[src/rtl/p2s_pkg.sv]
// p2s_pkg: shared definitions for the parallel-to-serial stage.
//   clog2      - ceiling log2, used to size the lane tag
//   p2s_ratio  - number of output samples per input word
//   p2s_state_e - buffer occupancy state, derived from the valid bits
package p2s_pkg;

  typedef enum logic [1:0] {
    P2S_EMPTY = 2'd0,
    P2S_SHIFT = 2'd1,
    P2S_FULL  = 2'd2
  } p2s_state_e;

  function automatic int unsigned clog2(input int unsigned value);
    int unsigned res;
    int unsigned rem;
    res = 0;
    rem = (value > 0) ? value - 1 : 0;
    for (int k = 0; k < 32; k++) begin
      if (rem != 0) begin
        res = res + 1;
        rem = rem >> 1;
      end
    end
    return res;
  endfunction

  function automatic int unsigned p2s_ratio(input int unsigned in_w, input int unsigned out_w);
    return in_w / out_w;
  endfunction

endpackage

[src/rtl/p2s_lane_sel.sv]
// p2s_lane_sel: combinational selector picking one OUT_DWIDTH sample out of an
// IN_DWIDTH word, MSB first (lane 0 is the most significant slice).
// Ports:
//   word   in  [IN_DWIDTH-1:0]  word being serialised (bit IN_DWIDTH-1 is the MSB)
//   lane   in  [LANE_W-1:0]     lane index, 0..RATIO-1
//   sample out [OUT_DWIDTH-1:0] selected slice; zero for an out-of-range lane
module p2s_lane_sel
  import p2s_pkg::*;
#(
  parameter int unsigned IN_DWIDTH  = 32,
  parameter int unsigned OUT_DWIDTH = 16,
  localparam int unsigned RATIO     = p2s_ratio(IN_DWIDTH, OUT_DWIDTH),
  localparam int unsigned LANE_W    = clog2(RATIO)
) (
  input  logic [IN_DWIDTH-1:0]  word,
  input  logic [LANE_W-1:0]     lane,
  output logic [OUT_DWIDTH-1:0] sample
);

  // Explicit mux over valid lanes so non-power-of-2 RATIO never reads past the word.
  always_comb begin
    sample = '0;
    for (int unsigned i = 0; i < RATIO; i++) begin
      if (lane == LANE_W'(i)) begin
        sample = word[IN_DWIDTH-1-i*OUT_DWIDTH -: OUT_DWIDTH];
      end
    end
  end

endmodule

[src/rtl/par2ser_gen.sv]
// par2ser_gen: parametrised parallel-to-serial stage. Each IN_DWIDTH word is
// split into RATIO = IN_DWIDTH/OUT_DWIDTH samples, most significant first, each
// tagged with its lane index and a last-of-word flag. A current/prefetch word
// pair keeps the output streaming with no bubble between words.
// Optional feature macro: P2S_WORD_CNT_EN (adds word_cnt and last_word_done).
// Ports:
//   clk, rst        clock, synchronous active-high reset
//   in_req/in_ack   input word handshake; in_data bit 0 is the MSB
//   out_req/out_ack output sample handshake
//   out_data        current sample (bit 0 is the MSB)
//   out_lane        lane index of out_data
//   out_last        high on the final lane of a word
//   word_cnt        (P2S_WORD_CNT_EN) count of accepted words, wrapping
//   last_word_done  (P2S_WORD_CNT_EN) high during each last-lane output transfer
module par2ser_gen
  import p2s_pkg::*;
#(
  parameter int unsigned IN_DWIDTH  = 32,
  parameter int unsigned OUT_DWIDTH = 16,
  localparam int unsigned RATIO     = p2s_ratio(IN_DWIDTH, OUT_DWIDTH),
  localparam int unsigned LANE_W    = clog2(RATIO)
) (
  input  logic                  clk,
  input  logic                  rst,
  input  logic                  in_req,
  output logic                  in_ack,
  input  logic [0:IN_DWIDTH-1]  in_data,
  output logic                  out_req,
  input  logic                  out_ack,
  output logic [0:OUT_DWIDTH-1] out_data,
  output logic [0:LANE_W-1]     out_lane,
  output logic                  out_last
`ifdef P2S_WORD_CNT_EN
  ,
  output logic [0:31]           word_cnt,
  output logic                  last_word_done
`endif
);

  if ((IN_DWIDTH % OUT_DWIDTH) != 0 || RATIO < 2) begin : gen_bad_width
    $error("par2ser_gen: IN_DWIDTH must be an integer multiple >= 2x OUT_DWIDTH");
  end

  logic [IN_DWIDTH-1:0]  cur_word;
  logic                  cur_valid;
  logic [IN_DWIDTH-1:0]  nxt_word;
  logic                  nxt_valid;
  logic [LANE_W-1:0]     lane_cnt;
  logic [OUT_DWIDTH-1:0] sample;
  p2s_state_e            state;

  logic in_xfer;
  logic out_xfer;
  logic last_lane;
  logic last_xfer;

  always_comb begin
    state = P2S_EMPTY;
    if (cur_valid) begin
      state = nxt_valid ? P2S_FULL : P2S_SHIFT;
    end
  end

  // in_ack depends only on registers and rst, never on out_ack.
  assign in_ack    = !rst && (state != P2S_FULL);
  assign in_xfer   = in_req && in_ack;
  assign out_xfer  = cur_valid && out_ack;
  assign last_lane = (lane_cnt == LANE_W'(RATIO - 1));
  assign last_xfer = out_xfer && last_lane;

  always_ff @(posedge clk) begin
    if (rst) begin
      cur_word  <= '0;
      cur_valid <= 1'b0;
      nxt_word  <= '0;
      nxt_valid <= 1'b0;
      lane_cnt  <= '0;
    end else begin
      case (state)
        P2S_EMPTY: begin
          if (in_xfer) begin
            cur_word  <= in_data;
            cur_valid <= 1'b1;
            lane_cnt  <= '0;
          end
        end
        P2S_SHIFT: begin
          if (last_xfer) begin
            lane_cnt <= '0;
            // A word arriving on the final lane goes straight to cur_word: no bubble.
            if (in_xfer) begin
              cur_word <= in_data;
            end else begin
              cur_valid <= 1'b0;
            end
          end else begin
            if (out_xfer) begin
              lane_cnt <= lane_cnt + LANE_W'(1);
            end
            if (in_xfer) begin
              nxt_word  <= in_data;
              nxt_valid <= 1'b1;
            end
          end
        end
        P2S_FULL: begin
          if (last_xfer) begin
            cur_word  <= nxt_word;
            nxt_valid <= 1'b0;
            lane_cnt  <= '0;
          end else if (out_xfer) begin
            lane_cnt <= lane_cnt + LANE_W'(1);
          end
        end
        default: begin
          cur_valid <= 1'b0;
          nxt_valid <= 1'b0;
          lane_cnt  <= '0;
        end
      endcase
    end
  end

  p2s_lane_sel #(
    .IN_DWIDTH  (IN_DWIDTH),
    .OUT_DWIDTH (OUT_DWIDTH)
  ) u_lane_sel (
    .word   (cur_word),
    .lane   (lane_cnt),
    .sample (sample)
  );

  assign out_req  = cur_valid;
  assign out_data = sample;
  assign out_lane = lane_cnt;
  assign out_last = last_lane;

`ifdef P2S_WORD_CNT_EN
  logic [31:0] word_cnt_q;

  always_ff @(posedge clk) begin
    if (rst) begin
      word_cnt_q <= '0;
    end else if (in_xfer) begin
      word_cnt_q <= word_cnt_q + 32'd1;
    end
  end

  assign word_cnt       = word_cnt_q;
  assign last_word_done = last_xfer;
`endif

endmodule
[config.mk]
export PLATFORM = sky130hd
export DESIGN_NAME = par2ser_gen
export DESIGN_NICKNAME = d
export VERILOG_FILES = /design/src/rtl/p2s_pkg.sv /design/src/rtl/p2s_lane_sel.sv /design/src/rtl/par2ser_gen.sv
export SDC_FILE = /design/constraint.sdc
export NUM_CORES = 1
export LEC_CHECK = 0
export ABC_AREA = 1
export BUFFER_PORTS_ARGS = -buffer_cell sky130_fd_sc_hd__buf_2
export CAP_MARGIN = 0
export CORE_MARGIN = 2
export CORE_UTILIZATION = 29
export CTS_CLUSTER_SIZE = 30
export DETAILED_ROUTE_END_ITERATION = 12
export PLACE_DENSITY = 0.43
export RECOVER_POWER = 100
export SYNTH_ARGS = -nofsm -noshare
export SYNTH_HDL_FRONTEND = slang
export SYNTH_SLANG_ARGS = --single-unit
export TNS_END_PERCENT = 100
[constraint.sdc]
create_clock -name clk -period 2.8 [get_ports clk]
set_input_delay 0.28 -clock clk [delete_from_list [all_inputs] [get_ports clk]]
set_output_delay 0.28 -clock clk [all_outputs]
set_load 0.02 [all_outputs]
## Word-level counts from Yosys, hierarchy flattened

Cells that the tools add are included.

| storage, ports and cells | value |
|---|---|
| logic and storage cells | 50 |
| input bits | 36 |
| output and inout bits | 20 |
| bits in registers | 67 |

| operators by class | value |
|---|---|
| mux-type cells | 18 |
| reduce and logical (&&, ||, !) cells | 13 |
| $add $sub $neg | 1 |
| eq/ne operators | 10 |
| bitwise logic cells | 3 |

Operators by type and width:

| cell | count |
|---|---|
| $mux 32 | 3 |
| $pmux 32 s3 | 1 |
| $mux 16 | 1 |
| $ne 2x2->1 const B | 7 |
| $mux 1 | 8 |
| $reduce_and 4->1 | 2 |
| $pmux 1 s3 | 2 |
| $reduce_and 3->1 | 2 |
| $logic_and 1x1->1 | 4 |
| $mux 2 | 2 |
| $ne 3x1->1 const B | 1 |
| $not 1->1 | 3 |
| $reduce_bool 3->1 | 1 |
| $eq 2x1->1 const B | 1 |
| $eq 2x2->1 const B | 1 |
| $logic_not 2->1 | 1 |
| $pmux 1 s2 | 1 |
| $reduce_and 2->1 | 1 |
| $reduce_or 2->1 | 1 |
| $add 1x1->1 const B | 1 |
| $logic_not 1->1 | 1 |

## Logic depth before layout (Yosys ltp)

| depth | value |
|---|---|
| depth in word-level cells | 8 |
| depth in mapped cells | 8 |
| depth with buffers taken out | 7 |

## Hierarchy

Synthesis repeated with hierarchy kept, for this count alone.

| unflattened totals | value |
|---|---|
| cell total of the unflattened synthesis | 555 |
| area, all modules | 3393.3 um^2 |

By module, submodules not included:

| module | instances | cells each | area an instance (um^2) | sequential area each (um^2) |
|---|---|---|---|---|
| par2ser_gen | 1 | 503 | 3149.3 | 1341.3 |
| p2s_lane_sel | 1 | 52 | 244.0 | 0.0 |

## Worst setup path after synthesis

No wires, ideal clock.

| path | value |
|---|---|
| path kind | flip-flop to output port |
| start point | register lane_cnt, in the netlist out_lane |
| end point | output port out_data[10] in the netlist's numbering |
| path slack | 1.290 ns |
| buffers on the path | 2 |
| required time | 2.520 ns |
| stages on the path, launching flop included | 4 |
| arrival time | 1.230 ns |
| path through | dfxtp_1 buf_2 clkbuf_1 o21ai_0 |

| between the ends | value |
|---|---|
| longest elaborated chain between the ends | 1 |

RTL lines:

| element | RTL line | text |
|---|---|---|
| start: declaration | par2ser_gen.sv:48 | `logic [LANE_W-1:0] lane_cnt;` |
| start signal: assignment | par2ser_gen.sv:98 | `lane_cnt <= lane_cnt + LANE_W'(1);` |
| start signal: assignment | par2ser_gen.sv:112 | `lane_cnt <= lane_cnt + LANE_W'(1);` |
| $mux 16 | p2s_lane_sel.sv:24 | `if (lane == LANE_W'(i)) begin` |
| end: declaration | par2ser_gen.sv:30 | `output logic [0:OUT_DWIDTH-1] out_data,` |

Every way passes these cells.

## Worst setup path after layout

| path | value |
|---|---|
| start point | register cur_valid, in the netlist out_req |
| end point | register nxt_word[14] |

| between the ends | value |
|---|---|
| longest elaborated chain between the ends | 5 |
| elaborated cells on any way between the ends | 9 |
| those cells by class | 2 x eq/ne; 1 x mux; 1 x bitwise; 5 x reduce/logical |

RTL lines:

| element | RTL line | text |
|---|---|---|
| start: declaration | par2ser_gen.sv:45 | `logic cur_valid;` |
| start signal: assignment | par2ser_gen.sv:74 | `cur_valid <= 1'b0;` |
| start signal: assignment | par2ser_gen.sv:83 | `cur_valid <= 1'b1;` |
| start signal: assignment | par2ser_gen.sv:94 | `cur_valid <= 1'b0;` |
| $mux 2 | par2ser_gen.sv:59 | `if (cur_valid) begin` |
| $ne 2x2->1 | par2ser_gen.sv:65 | `assign in_ack = !rst && (state != P2S_FULL);` |
| $logic_and 1x1->1 | par2ser_gen.sv:65 |  |
| $logic_and 1x1->1 | par2ser_gen.sv:66 | `assign in_xfer = in_req && in_ack;` |
| $reduce_and 3->1 (no source line) (*) | n/a |  |
| end signal: assignment | par2ser_gen.sv:101 | `nxt_word <= in_data;` |
| end: declaration | par2ser_gen.sv:46 | `logic [IN_DWIDTH-1:0] nxt_word;` |

Mark *: on every way between the ends. The rest lies on a longest branch, timed or not.
A chain may end at the register's enable or synchronous reset.

==> impl_metrics.tcl <==
set metrics [dict create \
    status "finished, final reports clean" \
    slowest_stage "nor2_4" \
    postCtsResizedCells 0 \
    syn2layout_area_growth_pct 17.39 \
    drc 0 \
    drive_gt1_share_pct 10.63 \
    drtAntennaViolNets 0 \
    ys_warn_count 0 \
    fillers 1242 \
    cpMostUsedCell "nand2_1" \
    cellPowerDensity_mw_per_mm2 677.5 \
    cp.arrival_ps 2380 \
    dieWidth_um 110.7 \
    clk_path_buf_depth 2 \
    clock-root-buffer "clkbuf_16" \
    postCtsSetupRepairBufs 0 \
    synthDistinctLibCells 18 \
    grt_usage_pct 13.60 \
    std_cell_rows 38 \
    r2r_cells 6 \
    antenna_found_initial 0 \
    place_congestion 0.7065 \
    dpl.hpwl_mm 5.222 \
    irDropWorstVdd_v 0.0002434 \
    first_iter_violations 153 \
    syn-cell-area_mm2 0.003302 \
    h-tree-depth 3 \
    multi_input_area_mm2 0.001479 \
    setup_viol 0 \
    grt_max_degree 66 \
    wl_per_cell_um 11.06 \
    num_vias 2994 \
    crit_fanout 64 \
    hold_violations 0 \
    syn_nets 575 \
    p_sw_mw 0.6692 \
    whs_path_depth 2 \
    critical-path-top-delay-family "simple AND/OR/NAND/NOR gates" \
    fin_crit_ps 2161 \
    finClkSkew_ps 5.424 \
    setup_tns_ps 0 \
    pre_cts_ws_ps 1067 \
    leakagePower_nw 1.895 \
    ys_seq_area_share_pct 40.62 \
    worstSetupPathType "register to register" \
    fmax_mhz 462.7 \
    io_pins 56 \
    worstMarginPinSlew_ps 1428 \
    cp-start-kind "register" \
    switching_share_pct 25.48 \
    path_clk_slew_ps 60 \
    slowest_delay_ps 1030 \
    die_h_um 110.7 \
    grt.overflow.total 0 \
    power_frac_seq_pct 39.8 \
    finalWirelength_mm 7.998 \
    slew-limit-headroom_pct 4.833 \
    hp-class "input port to register" \
    core_area_mm2 0.01098 \
    ys_ff_latch 67 \
    die_area_mm2 0.01226 \
    p_clk_share_pct 47.0 \
    dr.pass1.iters 6 \
    grt_pass1_wl_mm 13.39 \
    fin_ws_ps 638.8 \
    rsz0062_at_grt "false" \
    synth_area_per_cell_um2 6.126 \
    ctsHoldBuffers 0 \
    cts_buffers 9 \
    path_cells "nand2_1 > nand3_2 > nor2_4 > nand2_1 > nand2_1 > nor2_1" \
    fin_crit_sh_pct 77.18 \
    maxSlewViolCount 0 \
    via_per_inst 4.141 \
    start_util_pct 30.06 \
    combinationalPowerShare_pct 13.2 \
    endpoint_kind "register" \
    maxCapViolations 0 \
    clk_latency_ps 330 \
    cp.depth 6 \
    cts_tree "built" \
    seqCellArea_mm2 0.001341 \
    netlist_instances 539 \
    internal_power_mw 1.957 \
    cts.sinks 67 \
    grt_pass1_vias 2790 \
    antennaDiodeCount 0 \
    numPortBuffers 55 \
    crit_buf_inv 0 \
    fin_nets 614 \
    required_ps 3020 \
]
[state kept, by name (all words and copies together), names as in the netlist]
name	cells
nxt_word	32
out_req	1
cur_word	32
out_lane	1
nxt_valid	1
[synth_stat cells, drive strengths merged]
| master | number | area (um2) |
|---|---|---|
| nand3 | 2 | 15.01 |
| buf | 25 | 181.4 |
| o21ai | 51 | 259.0 |
| a31oi | 1 | 6.260 |
| nor2 | 133 | 515.5 |
| inv | 70 | 262.8 |
| dfxtp | 67 | 1341 |
| clkbuf | 6 | 22.52 |
| nand2 | 184 | 698.2 |
[metal layers]
| layer | GRT usage, % | vias up | wire length [um] | share of wire, % |
|---|---|---|---|---|
| met5 | 0 | - | 0 | 0 |
| li1 | - | 1656 | - | - |
| met1 | 17.82 | 1279 | 4115 | 51 |
| met2 | 21.23 | 52 | 3422 | 43 |
| met4 | 3.750 | 0 | 81 | 1.0 |
| met3 | 4.811 | 7 | 378 | 4.7 |
[area by class of cell]
| type | instances | share of cell area, % |
|---|---|---|
| Clock buffer | 11 | 6.520 |
| Clock inverter | 5 | 1.937 |
| Inverter | 70 | 6.779 |
| Multi-Input combinational cell | 371 | 38.15 |
| Sequential cell | 67 | 34.60 |
| Tap cell | 140 | 4.519 |
| Timing Repair Buffer | 59 | 7.489 |
[worst paths after layout]
check	start	endpoint	slack [ps]
min	rst	out_req$_SDFFE_PP0P_	150
max	out_req$_SDFFE_PP0P_	nxt_word[14]$_SDFFE_PP0P_	640
max reg2reg	out_req$_SDFFE_PP0P_	nxt_word[14]$_SDFFE_PP0P_	640
min reg2reg	nxt_word[7]$_SDFFE_PP0P_	nxt_word[7]$_SDFFE_PP0P_	480
[logic make-up (layout without fill, tap and decap cells)]
| group | count (synthesis) | count (layout) | synth area share [%] |
|---|---|---|---|
| simple gates | 319 | 319 | 37.21 |
| flops | 67 | 67 | 40.62 |
| compound gates | 52 | 52 | 8.034 |
| buf+inv | 101 | 145 | 14.13 |
[worst reg2reg max path, delay by kind of cell, from the launching register on]
kind             cells  cell delay (ps)
DFF                  1              360
and+or+nand+nor      6             1690
[per-stage QoR]
| step | utilization, % | power, mW | area, um2 | cells | hold WS, ps |
|---|---|---|---|---|---|
| 6_report | 35.29 | 2.626 | 3876 | 723 | 149.8 |
| 5_1_grt | 35.29 | 2.774 | 3876 | 723 | 141.4 |
| 4_1_cts | 35.68 | 2.676 | 3919 | 723 | 168.3 |
| 3_5_place_dp | 32.70 | 1.423 | 3591 | 707 | 471.4 |
| 3_3_place_gp | 32.70 | 1.420 | 3591 | 707 | 462.3 |
| 2_1_floorplan | - | 1.323 | 3302 | 539 | 349.4 |
[power groups by stage]
stage	Combinational, mW	Sequential, mW	Clock [mW]
2_1_floorplan	0.260	1.06	0
3_3_place_gp	0.355	1.06	0
3_5_place_dp	0.357	1.07	0
4_1_cts	0.358	1.05	1.27
5_1_grt	0.404	1.05	1.32
6_report	0.346	1.04	1.24
[cells in the final DEF, fill, tap and decap left out, types with 2 or more instances in the layout]
cell / Yosys / layout
inv_1: 69 / 69
o21ai_0: 42 / 43
bufinv_16: 0 / 2
o21ai_1: 8 / 8
dfxtp_1: 67 / 67
clkbuf_1: 6 / 18
clkbuf_8: 0 / 2
clkinv_2: 0 / 3
buf_2: 10 / 37
nor2_1: 132 / 132
clkbuf_16: 0 / 9
nand2_1: 181 / 182
clkbuf_2: 0 / 2
nand2_2: 3 / 2
No activity file was read; power rests on OpenSTA's default activity.
